<file path="config.mk">
export PLATFORM = sky130hd
export DESIGN_NAME = pipeline_ctrl
export DESIGN_NICKNAME = d
export VERILOG_FILES = /design/src/rtl/pipeline_ctrl.sv
export SDC_FILE = /design/constraint.sdc
export NUM_CORES = 1
export LEC_CHECK = 0
export ABC_AREA = 1
export BUFFER_PORTS_ARGS = -buffer_cell sky130_fd_sc_hd__buf_2
export CORE_MARGIN = 2
export CORE_UTILIZATION = 40
export DETAILED_ROUTE_END_ITERATION = 16
export PLACE_DENSITY = 0.66
export RECOVER_POWER = 100
export SYNTH_ARGS = -nofsm -noshare
export SYNTH_HDL_FRONTEND = slang
export SYNTH_SLANG_ARGS = --single-unit
</file>
<file path="constraint.sdc">
create_clock -name Clk -period 1.4 [get_ports Clk]
set_input_delay 0.14 -clock Clk [delete_from_list [all_inputs] [get_ports Clk]]
set_output_delay 0.14 -clock Clk [all_outputs]
set_load 0.05 [all_outputs]
</file>
<file path="src/rtl/pipeline_ctrl.sv">
// pipeline_ctrl
// Central stall/flush sequencer for the five-stage MIPS pipeline.
// Arbitrates three hazard sources:
//   - memory stalls from multi-cycle data-memory accesses in MEM
//   - branch/jump redirects resolved in MEM
//   - load-use hazards detected in ID
// It produces the write enables and bubble flushes for the PC and each
// pipeline register, selects the next-PC source, and keeps saturating
// stall/flush event counters for performance debug.
//
// Parameters:
//   MEM_WAIT_CYCLES  extra stall cycles per data-memory access (0..15)
//   CNT_W            width of the performance counters
// Ports:
//   Clk, Rst_n                    clock, synchronous active-low reset
//   ID_Rs, ID_Rt, ID_UsesRt       source operands of the ID instruction
//   EX_MemRead, EX_DestReg        load in EX and its destination
//   MEM_Branch/Zero/NotZero       branch controls in MEM
//   MEM_Jump                      00 none, 01 j/jal, 10 jr, 11 none
//   MEM_MemRead, MEM_MemWrite     data-memory access in MEM
//   PCWrite .. MEM_WB_Write       pipeline register update enables
//   IF_ID_Flush .. MEM_WB_Flush   load a bubble into the register
//   PCSrc                         00 PC+4, 01 branch, 10 jump, 11 jr
//   StallCount, FlushCount        saturating event counters
module pipeline_ctrl #(
  parameter int MEM_WAIT_CYCLES = 2,
  parameter int CNT_W           = 16
) (
  input  logic             Clk,
  input  logic             Rst_n,
  input  logic [4:0]       ID_Rs,
  input  logic [4:0]       ID_Rt,
  input  logic             ID_UsesRt,
  input  logic             EX_MemRead,
  input  logic [4:0]       EX_DestReg,
  input  logic             MEM_Branch,
  input  logic             MEM_Zero,
  input  logic             MEM_NotZero,
  input  logic [1:0]       MEM_Jump,
  input  logic             MEM_MemRead,
  input  logic             MEM_MemWrite,
  output logic             PCWrite,
  output logic             IF_ID_Write,
  output logic             ID_EX_Write,
  output logic             EX_MEM_Write,
  output logic             MEM_WB_Write,
  output logic             IF_ID_Flush,
  output logic             ID_EX_Flush,
  output logic             EX_MEM_Flush,
  output logic             MEM_WB_Flush,
  output logic [1:0]       PCSrc,
  output logic [CNT_W-1:0] StallCount,
  output logic [CNT_W-1:0] FlushCount
);

  localparam logic [0:0] RUN  = 1'b0;
  localparam logic [0:0] WAIT = 1'b1;

  // The RUN cycle that detects the access is itself the first stall cycle,
  // so WAIT only has to cover the remaining MEM_WAIT_CYCLES-1 cycles.
  localparam bit         HAS_WAIT  = (MEM_WAIT_CYCLES != 0);
  localparam logic [3:0] WAIT_LOAD = HAS_WAIT ? 4'(MEM_WAIT_CYCLES - 1) : 4'd0;

  logic [0:0] state;
  logic [3:0] waitCnt;

  logic memAccess;
  logic taken;
  logic redirect;
  logic loadUse;
  logic memStall;
  logic stallEvent;
  logic flushEvent;

  // Hazard detection. Register 0 never creates a load-use dependency, and
  // Rt only matters when the ID instruction actually reads it.
  always_comb begin
    memAccess = MEM_MemRead | MEM_MemWrite;
    taken     = MEM_Branch & (MEM_NotZero ? ~MEM_Zero : MEM_Zero);
    redirect  = taken | (MEM_Jump == 2'b01) | (MEM_Jump == 2'b10);
    loadUse   = EX_MemRead & (EX_DestReg != 5'd0) &
                ((EX_DestReg == ID_Rs) | (ID_UsesRt & (EX_DestReg == ID_Rt)));
    if (state == RUN) begin
      memStall = memAccess & HAS_WAIT;
    end else begin
      memStall = (waitCnt != 4'd0);
    end
    stallEvent = memStall | (loadUse & ~redirect);
    flushEvent = redirect & ~memStall;
  end

  // Control outputs, priority MemStall > Redirect > LoadUse > normal.
  // While in reset the pipeline is left free-running with no bubbles.
  always_comb begin
    PCWrite      = 1'b1;
    IF_ID_Write  = 1'b1;
    ID_EX_Write  = 1'b1;
    EX_MEM_Write = 1'b1;
    MEM_WB_Write = 1'b1;
    IF_ID_Flush  = 1'b0;
    ID_EX_Flush  = 1'b0;
    EX_MEM_Flush = 1'b0;
    MEM_WB_Flush = 1'b0;
    PCSrc        = 2'b00;
    if (Rst_n) begin
      if (memStall) begin
        // Freeze everything up to MEM; WB gets a bubble each stalled cycle.
        PCWrite      = 1'b0;
        IF_ID_Write  = 1'b0;
        ID_EX_Write  = 1'b0;
        EX_MEM_Write = 1'b0;
        MEM_WB_Flush = 1'b1;
      end else if (redirect) begin
        IF_ID_Flush  = 1'b1;
        ID_EX_Flush  = 1'b1;
        EX_MEM_Flush = 1'b1;
        if (taken) begin
          PCSrc = 2'b01;
        end else if (MEM_Jump == 2'b01) begin
          PCSrc = 2'b10;
        end else begin
          PCSrc = 2'b11;
        end
      end else if (loadUse) begin
        PCWrite     = 1'b0;
        IF_ID_Write = 1'b0;
        ID_EX_Flush = 1'b1;
      end
    end
  end

  // Wait sequencer. When WAIT reaches zero the access completes that cycle
  // and RUN picks up any following access on the very next cycle.
  always_ff @(posedge Clk) begin
    if (!Rst_n) begin
      state   <= RUN;
      waitCnt <= 4'd0;
    end else begin
      case (state)
        RUN: begin
          if (memStall) begin
            state   <= WAIT;
            waitCnt <= WAIT_LOAD;
          end
        end
        WAIT: begin
          if (waitCnt != 4'd0) begin
            waitCnt <= waitCnt - 4'd1;
          end else begin
            state <= RUN;
          end
        end
        default: begin
          state   <= RUN;
          waitCnt <= 4'd0;
        end
      endcase
    end
  end

  // Saturating performance counters; they stick at all-ones.
  always_ff @(posedge Clk) begin
    if (!Rst_n) begin
      StallCount <= '0;
      FlushCount <= '0;
    end else begin
      if (stallEvent && (StallCount != {CNT_W{1'b1}})) begin
        StallCount <= StallCount + CNT_W'(1);
      end
      if (flushEvent && (FlushCount != {CNT_W{1'b1}})) begin
        FlushCount <= FlushCount + CNT_W'(1);
      end
    end
  end

endmodule

</file>
==> qor.csv, run 1 <==
metric;value;unit
status;finished, violations left;
violations;setup timing;
peakVddDrop;586;uV
antenna_found_initial;0;
required;1.26;ns
critPathKind;register to output pin;
cts_tree;built;
clock_path_buffers;2;
synth_nets;407;
first_pass_iters;4;
worstMarginPinSlew;0.594;ns
path_clk_slew;0.08;ns
wirelength;7050;um
slew_viol_final;0;
synth_ff_type;dfxtp_1;
maxSlewHeadroom;60.6;%
crit_path_max_fanout;4;
yosysMostFrequentCell;nand2_1;
place_congestion;0.844;
synth_cell_types;29;
worstPathArrival;1.64;ns
grt.overflow.total;0;
p_per_area;840;mW/mm2
max-cap-violations;0;
antenna_left;0;
dp_slack;-0.180;ns
cts_root_buf;clkbuf_8;
cts_buffers;5;
hold_viol;0;
netlist.area_leader.share;30.3;%
synth_edf_count;0;
cp_cell_sequence;inv_2 -> ha_4 -> a31oi_4 -> nor2_4 -> buf_4 -> buf_6 -> nand2_8 -> nand2_8 -> buf_8;
setup_tns;-10.90;ns
via_per_inst;4.84;
hold_class;primary input to register;
critPathMaxStageDelay;0.33;ns
clock.fmax;563;MHz
ys_ff_latch;37;
synthesis.area;0.00244;mm2
top_level_ports;69;
grt_pass1_vias;2738;
period_minus_slack;1.78;ns
cpMostUsedCell;nand2_8;
dpl_cell_area;0.00358;mm2
die_y;82.1;um
cpMaxStageDelayCell;dfxtp_2;
crit_buf_inv;4;
numPortBuffers;67;
p_leak;1.85;nW
fp.dieW;82.1;um
cp_top_family;buffers and inverters;
crit_path_start_kind;register;
finClkSkew;0.00981;ns
num_rows;28;
setup_viol;44;
start_util;41.2;%
rsz0062_at_grt;yes;
layout-drive-gt1-share;49.8;%
coreArea;0.00592;mm2
cts_max_level;2;
final_util;67.7;%
postSynthAreaPerCell;6.46;um2
period_share;127;%
n_antenna_cell;0;
synth-seq-area-share;30.3;%
synthCells;378;
route.vias.total;2870;
grt_max_degree;23;
syn2layout_area_growth;64.3;%
fin_nets;546;
drc;0;
yosysTopAreaCell;dfxtp_1;
synth-warning-count;0;
dr.first_iter.drc_count;114;
die_area;0.00674;mm2
yosys-top-cells-count;97 x nand2_1, 58 x nor2_1, 42 x inv_1;
grt_use_total;21.7;%
synth_area_leaders;dfxtp_1 30%, nand2_1 15%, nor2_1 8.9%;
finalWorstSetupSlack;-0.377;ns
wire_per_inst;11.9;um
instances_no_fill;593;
clock-sinks;37;
crit_path_end_kind;output pin;
dpl.hpwl;4990;um
clk_latency;0.30;ns
async_reset_ff_share;0;%
final_area;0.00401;mm2
dp_cells;572;
grt_first_pass_wirelength;11400;um
report_power, final:
part	switching, W	internal (W)	leakage, nW
Sequential	0.0000486	0.00112	0.319
Clock	0.000412	0.000346	0.0450
Combinational	0.000827	0.000613	1.48
worst min-delay path, cell delays in order:
cell,delay (ns)
buf_2,0.08
o21ai_1,0.06
nand2_1,0.08
nor3_1,0.05
registers in the layout, indices dropped and copies added (netlist names):
| signal | flops |
|---|---|
| state | 1 |
| waitCnt | 4 |
| StallCount | 16 |
| FlushCount | 16 |
metrics by stage:
stage | total power (W) | hold WS (ns)
global route | 0.00355 | 0.183
CTS | 0.00327 | 0.166
floorplan | 0.00204 | 0.355
global placement | 0.00231 | 0.459
finish | 0.00337 | 0.165
detailed placement | 0.00233 | 0.464
worst paths after layout:
kind	startpoint	to	slack, ns	cells after the start
max	waitCnt[0]$_SDFFE_PN0P_	PCWrite	-0.38	9
min reg2reg	FlushCount[6]$_SDFFE_PN0P_	FlushCount[6]$_SDFFE_PN0P_	0.48	2
min	MEM_MemRead	waitCnt[2]$_SDFFE_PN0P_	0.16	4
max reg2reg	waitCnt[0]$_SDFFE_PN0P_	StallCount[2]$_SDFFE_PN0P_	-0.37	11
layer usage:
metal	routed length [um]	global-route usage (%)
met1	2850	24.0
met3	300	3.70
met2	3800	40.4
met5	0	0
met4	101	9.33
cell usage in the layout, fill, tap and decap left out, drive strengths merged:
| cell type | count |
|---|---|
| dfxtp | 37 |
| nand3 | 32 |
| inv | 47 |
| o21a | 1 |
| bufbuf | 1 |
| nand2 | 103 |
| clkbuf | 17 |
| conb | 1 |
| clkinvlp | 1 |
| nor3 | 17 |
| xnor2 | 4 |
| nand3b | 3 |
| clkinv | 2 |
| a21oi | 31 |
| o21ai | 8 |
| and2 | 1 |
| xor2 | 11 |
| ha | 3 |
| nand4 | 2 |
| nor4 | 1 |
| a31oi | 1 |
| buf | 131 |
| nor2 | 63 |
cell type report:
cell class | instances | area (um2)
well taps | 75 | 93.8
flip-flops and latches | 37 | 807
multi-input cells | 282 | 1730
repair buffers | 143 | 1080
clock buffers | 6 | 72.6
fillers | 510 | 1910
inverters | 46 | 186
repair inverters | 2 | 25.0
clock inverters | 2 | 10.0
logic make-up (layout without fill, tap and decap cells):
family / Yosys count / in the layout / share of synthesized area (%)
and+or+nand+nor: 222 / 222 / 42.6
buffers and inverters: 59 / 199 / 11.4
DFF: 37 / 37 / 30.3
other: 1 / 1 / 0.154
adders and majority gates: 3 / 3 / 1.54
AOI/OAI and AO/OA: 41 / 41 / 8.56
xor gates and xnor gates: 15 / 15 / 5.38
timing repair:
action / 4_1_cts / 5_1_grt
hold buffers: 0 / 0
pin swaps: 6 / 7
gates cloned: 3 / 1
buffers inserted: 5 / 6
gates resized for setup: 39 / 20
setup endpoints to repair: 42 / 45
hold endpoints to repair: 0 / 0
Note: power is estimated with default switching activity, not from simulation.
==> run 2, diff against run 1 <==
==> constraint.sdc (replaced) <==
create_clock -name Clk -period 1.4 [get_ports Clk]
set_input_delay 0.07 -clock Clk [delete_from_list [all_inputs] [get_ports Clk]]
set_output_delay 0.07 -clock Clk [all_outputs]
set_load 0.05 [all_outputs]
==> qor.csv, run 2 (synthesis gave the netlist of run 1 again) <==
metric;value;unit;change
via_per_inst;4.74;;-2.0%
cts_max_level;2;;unchanged
mostFrequentLayoutCell;nand2_1;;
slew_viol_final;0;;unchanged
final_util;68.2;%;+0.51 points
p_per_area;813;mW/mm2;-3.2%
crit_path_max_fanout;5;;+1
setup_viol;42;;-4.5%
cts_buffers;5;;unchanged
numPortBuffers;67;;unchanged
antenna_found_initial;0;;unchanged
fp.dieW;82.1;um;unchanged
instances_no_fill;598;;+0.84%
start_util;41.2;%;unchanged
clock-sinks;37;;unchanged
cpMaxStageDelayCell;dfxtp_2;;
cts_tree;built;;
clk_latency;0.29;ns;about the same
hold_class;primary input to register;;
top_level_ports;69;;unchanged
nFillCells;477;;-6.5%
grt_max_degree;23;;unchanged
final_area;0.00404;mm2;+0.75%
rsz0062_at_grt;yes;;
wire_per_inst;11.7;um;-1.5%
required;1.33;ns;+0.07 ns
grt.overflow.total;0;;unchanged
crit_path_end_kind;output pin;;
antenna_left;0;;unchanged
die_area;0.00674;mm2;unchanged
clock.fmax;578;MHz;+2.7%
dpl.hpwl;4890;um;-2.1%
wirelength;7000;um;-0.71%
multiInputGateArea;0.00179;mm2;+3.4%
worstMarginPinSlew;0.621;ns;+0.0267 ns
max-cap-violations;0;;unchanged
place_congestion;0.870;;+3.1%
grt_first_pass_wirelength;11500;um;+0.73%
syn2layout_area_growth;65.5;%;
layout_common_cells;91 x nand2_1, 69 x buf_4, 51 x nor2_1, 35 x inv_1, 25 x buf_2;;
die_y;82.1;um;unchanged
maxSlewHeadroom;58.8;%;-1.8 points
p_leak;1.80;nW;-2.8%
status;finished, violations left;;
dp_cells;569;;-0.52%
period_share;124;%;-3.3 points
ctsHoldBuffers;0;;unchanged
grt_pass1_vias;2690;;-1.8%
holdCritStartpoint;MEM_MemRead;;
r2r_start;waitCnt[1]$_SDFFE_PN0P_;;
num_rows;28;;unchanged
path_clk_slew;0.08;ns;about the same
n_antenna_cell;0;;unchanged
finClkSkew;0.00429;ns;-0.00552 ns
period_minus_slack;1.73;ns;-0.0468 ns
grt_use_total;21.9;%;+0.21 points
crit_path_start_kind;register;;
worstPathArrival;1.66;ns;+0.02 ns
setup_tns;-9.36;ns;+1.54 ns
finalWorstSetupSlack;-0.331;ns;+0.0468 ns
cp_cell_sequence;inv_2 -> ha_4 -> a31oi_4 -> nor2_4 -> buf_6 -> nand2_4 -> buf_12 -> nand2_8 -> buf_8;;
critPathKind;register to output pin;;
first_pass_iters;5;;+1
ff_latch_area;807;um2;unchanged
peakVddDrop;424;uV;-28%
drc;0;;unchanged
rrSetupSlack;-0.24;ns;+0.13 ns
hold_viol;0;;unchanged
violations;setup timing;;
fin_nets;551;;+0.92%
dr.first_iter.drc_count;110;;-3.5%
critPathMaxStageDelay;0.33;ns;about the same
route.vias.total;2837;;-1.1%
reg_top3;FlushCount: 16 flops, StallCount: 16 flops, waitCnt: 4 flops;;
coreArea;0.00592;mm2;unchanged
dpl_cell_area;0.00357;mm2;-0.28%
clock_path_buffers;2;;unchanged
cts_root_buf;clkbuf_8;;
startpoint;waitCnt[1]$_SDFFE_PN0P_;;
layout-drive-gt1-share;49.7;%;-0.094 points
==> run 2: cell count changes in the layout (fill, tap and decap cells not counted), moves of 4 or more <==
| cell | previous run | this run |
|---|---|---|
| buf_2 | 47 | 25 |
| buf_6 | 8 | 12 |
| nand3_1 | 22 | 17 |
| clkbuf_1 | 5 | 12 |
| clkbuf_2 | 6 | 20 |
| nand3_2 | 8 | 13 |
| a21oi_2 | 20 | 16 |
==> run 2: path summary, 6_finish.rpt <==
| kind | to | cells after the start |
|---|---|---|
| max | PCWrite | 9 |
| min | waitCnt[3]$_SDFFE_PN0P_ | 4 |
| max reg2reg | FlushCount[5]$_SDFFE_PN0P_ | 10 |
| min reg2reg | FlushCount[15]$_SDFFE_PN0P_ | 2 |
==> run 2: repair_timing <==
action,4_1_cts,5_1_grt
setup buffers,11,6
resized for setup,42,24
gates cloned,4,1
endpoints found under the setup margin,42,43
pin swaps,14,17
==> run 2: worst max-delay path: cells and delay by family, from the launching register on <==
kind,cells,cell delay (ns)
adder cells (fa/ha/maj),1,0.15
AO/OA/AOI/OAI,1,0.09
buffers and inverters,4,0.48
AND/OR/NAND/NOR,3,0.31
flip-flops,1,0.33
==> run 2: layer usage <==
metal | vias to the layer above | share of wire (%) | GRT usage [%]
li1 | 1490 | - | -
met1 | 1260 | 43 | 25.4
met2 | 79 | 51 | 39.4
met3 | 8 | 5.0 | 4.67
met4 | 0 | 1.2 | 7.83
met5 | - | 0 | 0
==> run 2: power breakdown <==
part	internal [W]	switching (W)
Clock	0.000336	0.000390
Combinational	0.000565	0.000819
Sequential	0.00112	0.0000547
==> run 2: layout make-up <==
type / instances / area share [%]
clock inverter: 3 / 0.310
inverter: 46 / 4.68
timing repair inverter: 2 / 0.372
timing repair buffer: 146 / 26.3
clock buffer: 5 / 1.70
multi-input combinational: 284 / 44.3
tap: 75 / 2.32
sequential: 37 / 20.0
==> run 2: metrics by stage <==
stage | hold slack [ns] | power (W) | worst slack (ns)
3_3_place_gp | 0.394 | 0.00233 | -0.108
2_1_floorplan | 0.285 | 0.00204 | -0.412
4_1_cts | 0.0799 | 0.00322 | -0.296
3_5_place_dp | 0.395 | 0.00235 | -0.159
5_1_grt | 0.0979 | 0.00347 | -0.395
6_report | 0.0793 | 0.00329 | -0.331
